<file path="src/rtl/lane_collision_detector.sv">
// Per-frame scan of the obstacle table against the player sprite; emits a
// one-cycle collision pulse and diagnostic status for the HUD and debug LEDs.
module lane_collision_detector #(
   parameter int NUM_OBS  = 8,
   parameter int IDX_W    = 3,
   parameter int Y_W      = 9,
   parameter int PLAYER_Y = 400,
   parameter int PLAYER_H = 20,
   parameter int OBS_H    = 20
) (
   input  logic             Clock,
   input  logic             Reset,
   input  logic             frame_tick,
   input  logic             freeze,
   input  logic [1:0]       player_lane,
   output logic [IDX_W-1:0] obs_addr,
   input  logic             obs_valid,
   input  logic [1:0]       obs_lane,
   input  logic [Y_W-1:0]   obs_y,
   output logic             busy,
   output logic             collision,
   output logic [IDX_W-1:0] hit_index,
   output logic             scan_overrun
);

   typedef enum logic [1:0] {IDLE, SCAN, DRAIN, DONE} state_t;

   localparam logic [IDX_W-1:0] LAST_ADDR = IDX_W'(NUM_OBS - 1);
   // One extra bit so an obstacle near the bottom of the range cannot wrap.
   localparam logic [Y_W:0] ROW_LO   = (Y_W+1)'(PLAYER_Y);
   localparam logic [Y_W:0] ROW_HI   = (Y_W+1)'(PLAYER_Y + PLAYER_H - 1);
   localparam logic [Y_W:0] OBS_SPAN = (Y_W+1)'(OBS_H - 1);

   state_t           state;
   logic [1:0]       lane_q;
   logic             hit_flag;
   logic [IDX_W-1:0] first_idx;
   logic [IDX_W-1:0] cmp_idx;
   logic             cmp_en;
   logic [Y_W:0]     y_top;
   logic [Y_W:0]     y_bot;
   logic             hit_now;

   assign y_top   = {1'b0, obs_y};
   assign y_bot   = y_top + OBS_SPAN;
   assign hit_now = cmp_en && obs_valid && (obs_lane == lane_q) &&
                    (y_top <= ROW_HI) && (y_bot >= ROW_LO);

   always_ff @(posedge Clock or posedge Reset) begin
      if (Reset) begin
         state        <= IDLE;
         obs_addr     <= '0;
         busy         <= 1'b0;
         collision    <= 1'b0;
         hit_index    <= '0;
         scan_overrun <= 1'b0;
         hit_flag     <= 1'b0;
         lane_q       <= '0;
         first_idx    <= '0;
         cmp_idx      <= '0;
         cmp_en       <= 1'b0;
      end else begin
         cmp_en    <= 1'b0;
         collision <= 1'b0;
         // Read data arrives one cycle after the address, so tag it with that address.
         cmp_idx   <= obs_addr;
         if (frame_tick && busy)
            scan_overrun <= 1'b1;

         case (state)
            IDLE: begin
               if (frame_tick && !freeze) begin
                  state    <= SCAN;
                  obs_addr <= '0;
                  lane_q   <= player_lane;
                  hit_flag <= 1'b0;
                  busy     <= 1'b1;
               end
            end
            SCAN: begin
               if (freeze) begin
                  state    <= IDLE;
                  busy     <= 1'b0;
                  obs_addr <= '0;
               end else begin
                  cmp_en <= 1'b1;
                  if (hit_now && !hit_flag)
                     first_idx <= cmp_idx;
                  if (hit_now)
                     hit_flag <= 1'b1;
                  if (obs_addr == LAST_ADDR)
                     state <= DRAIN;
                  else
                     obs_addr <= obs_addr + 1'b1;
               end
            end
            DRAIN: begin
               if (freeze) begin
                  state    <= IDLE;
                  busy     <= 1'b0;
                  obs_addr <= '0;
               end else begin
                  collision <= hit_flag || hit_now;
                  if (hit_flag)
                     hit_index <= first_idx;
                  else if (hit_now)
                     hit_index <= cmp_idx;
                  hit_flag <= hit_flag || hit_now;
                  busy     <= 1'b0;
                  state    <= DONE;
               end
            end
            DONE: begin
               state <= IDLE;
            end
            default: state <= IDLE;
         endcase
      end
   end

endmodule

</file>
<file path="config.mk">
export PLATFORM = sky130hd
export DESIGN_NAME = lane_collision_detector
export DESIGN_NICKNAME = d
export VERILOG_FILES = /design/src/rtl/lane_collision_detector.sv
export SDC_FILE = /design/constraint.sdc
export NUM_CORES = 1
export LEC_CHECK = 0
export BUFFER_PORTS_ARGS = -buffer_cell sky130_fd_sc_hd__buf_4
export CORE_UTILIZATION = 45
export DETAILED_ROUTE_END_ITERATION = 10
export PLACE_DENSITY = 0.82
export SLEW_MARGIN = 30
export SYNTH_ARGS = -nofsm -noshare
export SYNTH_HDL_FRONTEND = slang
export SYNTH_SLANG_ARGS = --single-unit
</file>
<file path="constraint.sdc">
create_clock -name Clock -period 1.65 [get_ports Clock]
set_input_delay 0.2475 -clock Clock [delete_from_list [all_inputs] [get_ports Clock]]
set_output_delay 0.2475 -clock Clock [all_outputs]
set_load 0.02 [all_outputs]
</file>
==> summary.md <==
| Metric | Value |
|---|---|
| Hold path depth | `2` |
| Placed instance count | `155` |
| Clk buf depth | `2` |
| H-tree depth | `1` |
| Die ar. | `2611 sq um` |
| Post-Route Setup TNS | `-311.2 ps` |
| Post-synth EDFFs | `0` |
| Clock slew at reported path FFs | `110 ps` |
| Detailed Routing Iterations Pass 1 | `4` |
| Status | `complete, but fails checks` |
| Critical Path Fanout Max | `4` |
| # setup viols final | `4` |
| Clk sinks | `21` |
| Crit path kind | `register to register` |
| Avg Vias per Cell | `5.488` |
| CP required | `1880 ps` |
| First-pass GRT wire length | `3.753 mm` |
| Remaining DRCs | `0` |
| Dominant synthesized flop cell | `dfrtp_1` |
| Vias | `889` |
| Yosys reg bits | `21` |
| Violated checks | `negative setup slack` |
| Yosys Warn Count | `0` |
| CTS Buf Count | `3` |
| Register area | `526.8 sq um` |
| Maximum vdd drop | `0.0008618 V` |
| Slew HR | `76.84%` |
| Number of global-route vias before repair | `890` |
| Leak Pwr | `0.0007199 uW` |
| GRT overflow | `0` |
| Worst-Skew Late Latency | `300 ps` |
| Multi-input logic area | `604.3 sq um` |
| Syn_nets | `117` |
| RR Endpoint | `hit_flag` |
| Fraction of layout cells with a size suffix above 1 | `48.51%` |
| R2r startpoint | `state[0]` |
| Yosys cell types | `36` |
| Clock Skews | `1.439 ps` |
| PwrDens | `1015 nW/um^2` |
| RSZ-0062 raised after global routing | `yes` |
| Cells after Synth | `93` |
| Critical-path cell list | `inv_2 > ha_2 > or4_4 > o31ai_4 > nor3b_2 > a2bb2oi_1` |
| Input/output buffers | `26` |
| Antenna cells | `0` |
| Startpoint Class | `register` |
| Avg Inst Size Synth | `11.66 sq um` |
| CP Data Arrival Time | `1960 ps` |
| Setup slack after layout | `-85.05 ps` |
| Max-slew violations | `0` |
| CP peak stage delay | `500 ps` |
| Fraction of registers with async set/reset | `100.0%` |
| Tightest Hold Check Type | `input port to register` |
| R2R depth | `6` |
| Crit path max-delay cell type | `or4_4` |
| Initial antenna violation count | `0` |
| First DRT Iteration DRCs | `17` |
| Hold path start | `player_lane[1]` |
| Largest net degree at the start of global routing | `22` |
| Final Cycle Share | `105.2%` |
| Non-filler instance count after layout | `162` |
| Final Hold Vio Count | `0` |
| TritonCTS clock tree | `done` |
| Die X | `51.10 microns` |
| Die Span Y | `51.10 microns` |
| CTS Root Cell | `clkbuf_4` |
| Num ports | `27` |
| Gpl congestion | `0.8544` |
| FMAX | `0.5764 GHz` |
| Rows | `17` |
| Worst setup EP type | `register` |
| Core area | `2233 sq um` |
| DRT Wirelength | `2.236 mm` |
| Max-Cap Viols | `0` |
| Initial Util | `48.57%` |
| Post-synthesis sequential area ratio | `48.44%` |
| Slew @ Worst Pin | `342.9 ps` |
| DRT antenna net count | `0` |
| Layout area overhead | `40.02%` |
| Final nets | `159` |
| Min Clock Period, post-route | `1735 ps` |
| Post-Syn Area | `1085 sq um` |
| Worst hold endpoint | `lane_q[1]` |
| HPWL Detailed | `1.649 mm` |
| R2R Setup Slk | `-90 ps` |
| All-Layer GR Usage | `19.95%` |
| Fillers | `174` |
| WL/cell | `13.80 microns` |
## routing by layer
| layer | part of all wire [%] | wire [microns] | track usage (%) |
|---|---|---|---|
| met2 | 52 | 1171 | 33.99 |
| met3 | 2.6 | 58 | 3.571 |
| met4 | 2.6 | 59 | 12.50 |
| met1 | 42 | 947 | 22.90 |
| met5 | 0 | 0 | 0 |
## cell families (layout without fill, tap and decap cells)
logic type | Yosys count | after routing | synth area share, %
AND/OR/NAND/NOR | 23 | 23 | 13.26
buffers and inverters | 8 | 49 | 2.768
XOR/XNOR | 2 | 2 | 1.615
adder cells (fa/ha/maj) | 6 | 6 | 6.920
flip-flops | 21 | 21 | 48.44
AO/OA/AOI/OAI | 27 | 27 | 19.72
multiplexers | 6 | 6 | 7.266
## area by class of cell
| type | instances | area share [%] |
|---|---|---|
| Clock buffer | 3 | 1.483 |
| Clock inverter | 1 | 0.3295 |
| Inverter | 5 | 1.236 |
| Multi-Input combinational cell | 64 | 39.79 |
| Sequential cell | 21 | 34.68 |
| Tap cell | 28 | 2.306 |
| Timing Repair Buffer | 40 | 20.18 |
## report_power, final
| part | internal (uW) | switching, uW | total (uW) | leakage (uW) |
|---|---|---|---|---|
| logic | 320 | 275 | 595 | 0.000427 |
| registers | 615 | 90.8 | 706 | 0.000275 |
| clock network | 90.4 | 151 | 241 | 0.0000177 |
## sequential cells by signal, summed over array words and instances, names as in the netlist
register and cells:
busy 1, cmp_en 1, cmp_idx 3, collision 1, first_idx 3, hit_flag 1, hit_index 3, lane_q 2
obs_addr 3, scan_overrun 1, state 2
## repair_timing
action	in CTS	in global routing
endpoints found under the hold margin	21	0
gates resized for setup	14	4
hold buffers	1	0
endpoints found under the setup margin	7	6
pin swaps	3	2
buffers inserted	1	1
## per-stage QoR
step                      instance area (sq um)  hold slack [ps]  power (uW)  utilization [%]  setup WS, ps
after floorplan                            1085            224.0        1017                -        -168.5
after global placement                     1386            295.1        1185            62.07        -257.9
after detailed placement                   1386            295.5        1208            62.07        -281.9
after CTS                                  1495            169.4        1536            66.95        -77.52
after global routing                       1519            163.8        1648            68.01        -148.0
final                                      1519            171.8        1542            68.01        -85.05
## placed cells by master, fill, tap and decap left out, drive strengths merged, types with 3 or more instances in the layout
cell / Yosys / final
dfrtp: 21 / 21
clkbuf: 3 / 3
a21oi: 4 / 4
nand2b: 4 / 4
buf: 0 / 39
a211oi: 3 / 3
nor2: 4 / 4
mux2: 6 / 6
inv: 5 / 5
ha: 6 / 6
## synthesized netlist by cell type (3+ instances only)
cell type	n	area (sq um)
a211oi_1	3	22.52
a21oi_1	4	20.02
clkbuf_1	3	11.26
dfrtp_1	21	525.5
ha_1	6	75.07
inv_1	5	18.77
mux2_2	3	33.78
mux2_4	3	45.04
nand2b_1	4	25.02
nor2_1	4	15.01
## worst max-delay path by stage
stage,from,end,slack (ps),depth (start not counted)
after CTS,state[1],hit_flag,-80,6
after floorplan,obs_y[2],first_idx[0],-170,4
after global routing,state[0],hit_flag,-150,6
final,state[0],hit_flag,-90,6
after global placement,obs_y[2],first_idx[1],-260,5
after detailed placement,obs_y[2],first_idx[2],-280,5
## worst max-delay path: cells and delay by family, from the launching register on
kind            cells  cell delay (ps)
flops               1              450
fa+ha+maj           1              200
simple gates        2              690
buf+inv             1               70
compound gates      2              260
(Power assumes the default switching activity.)
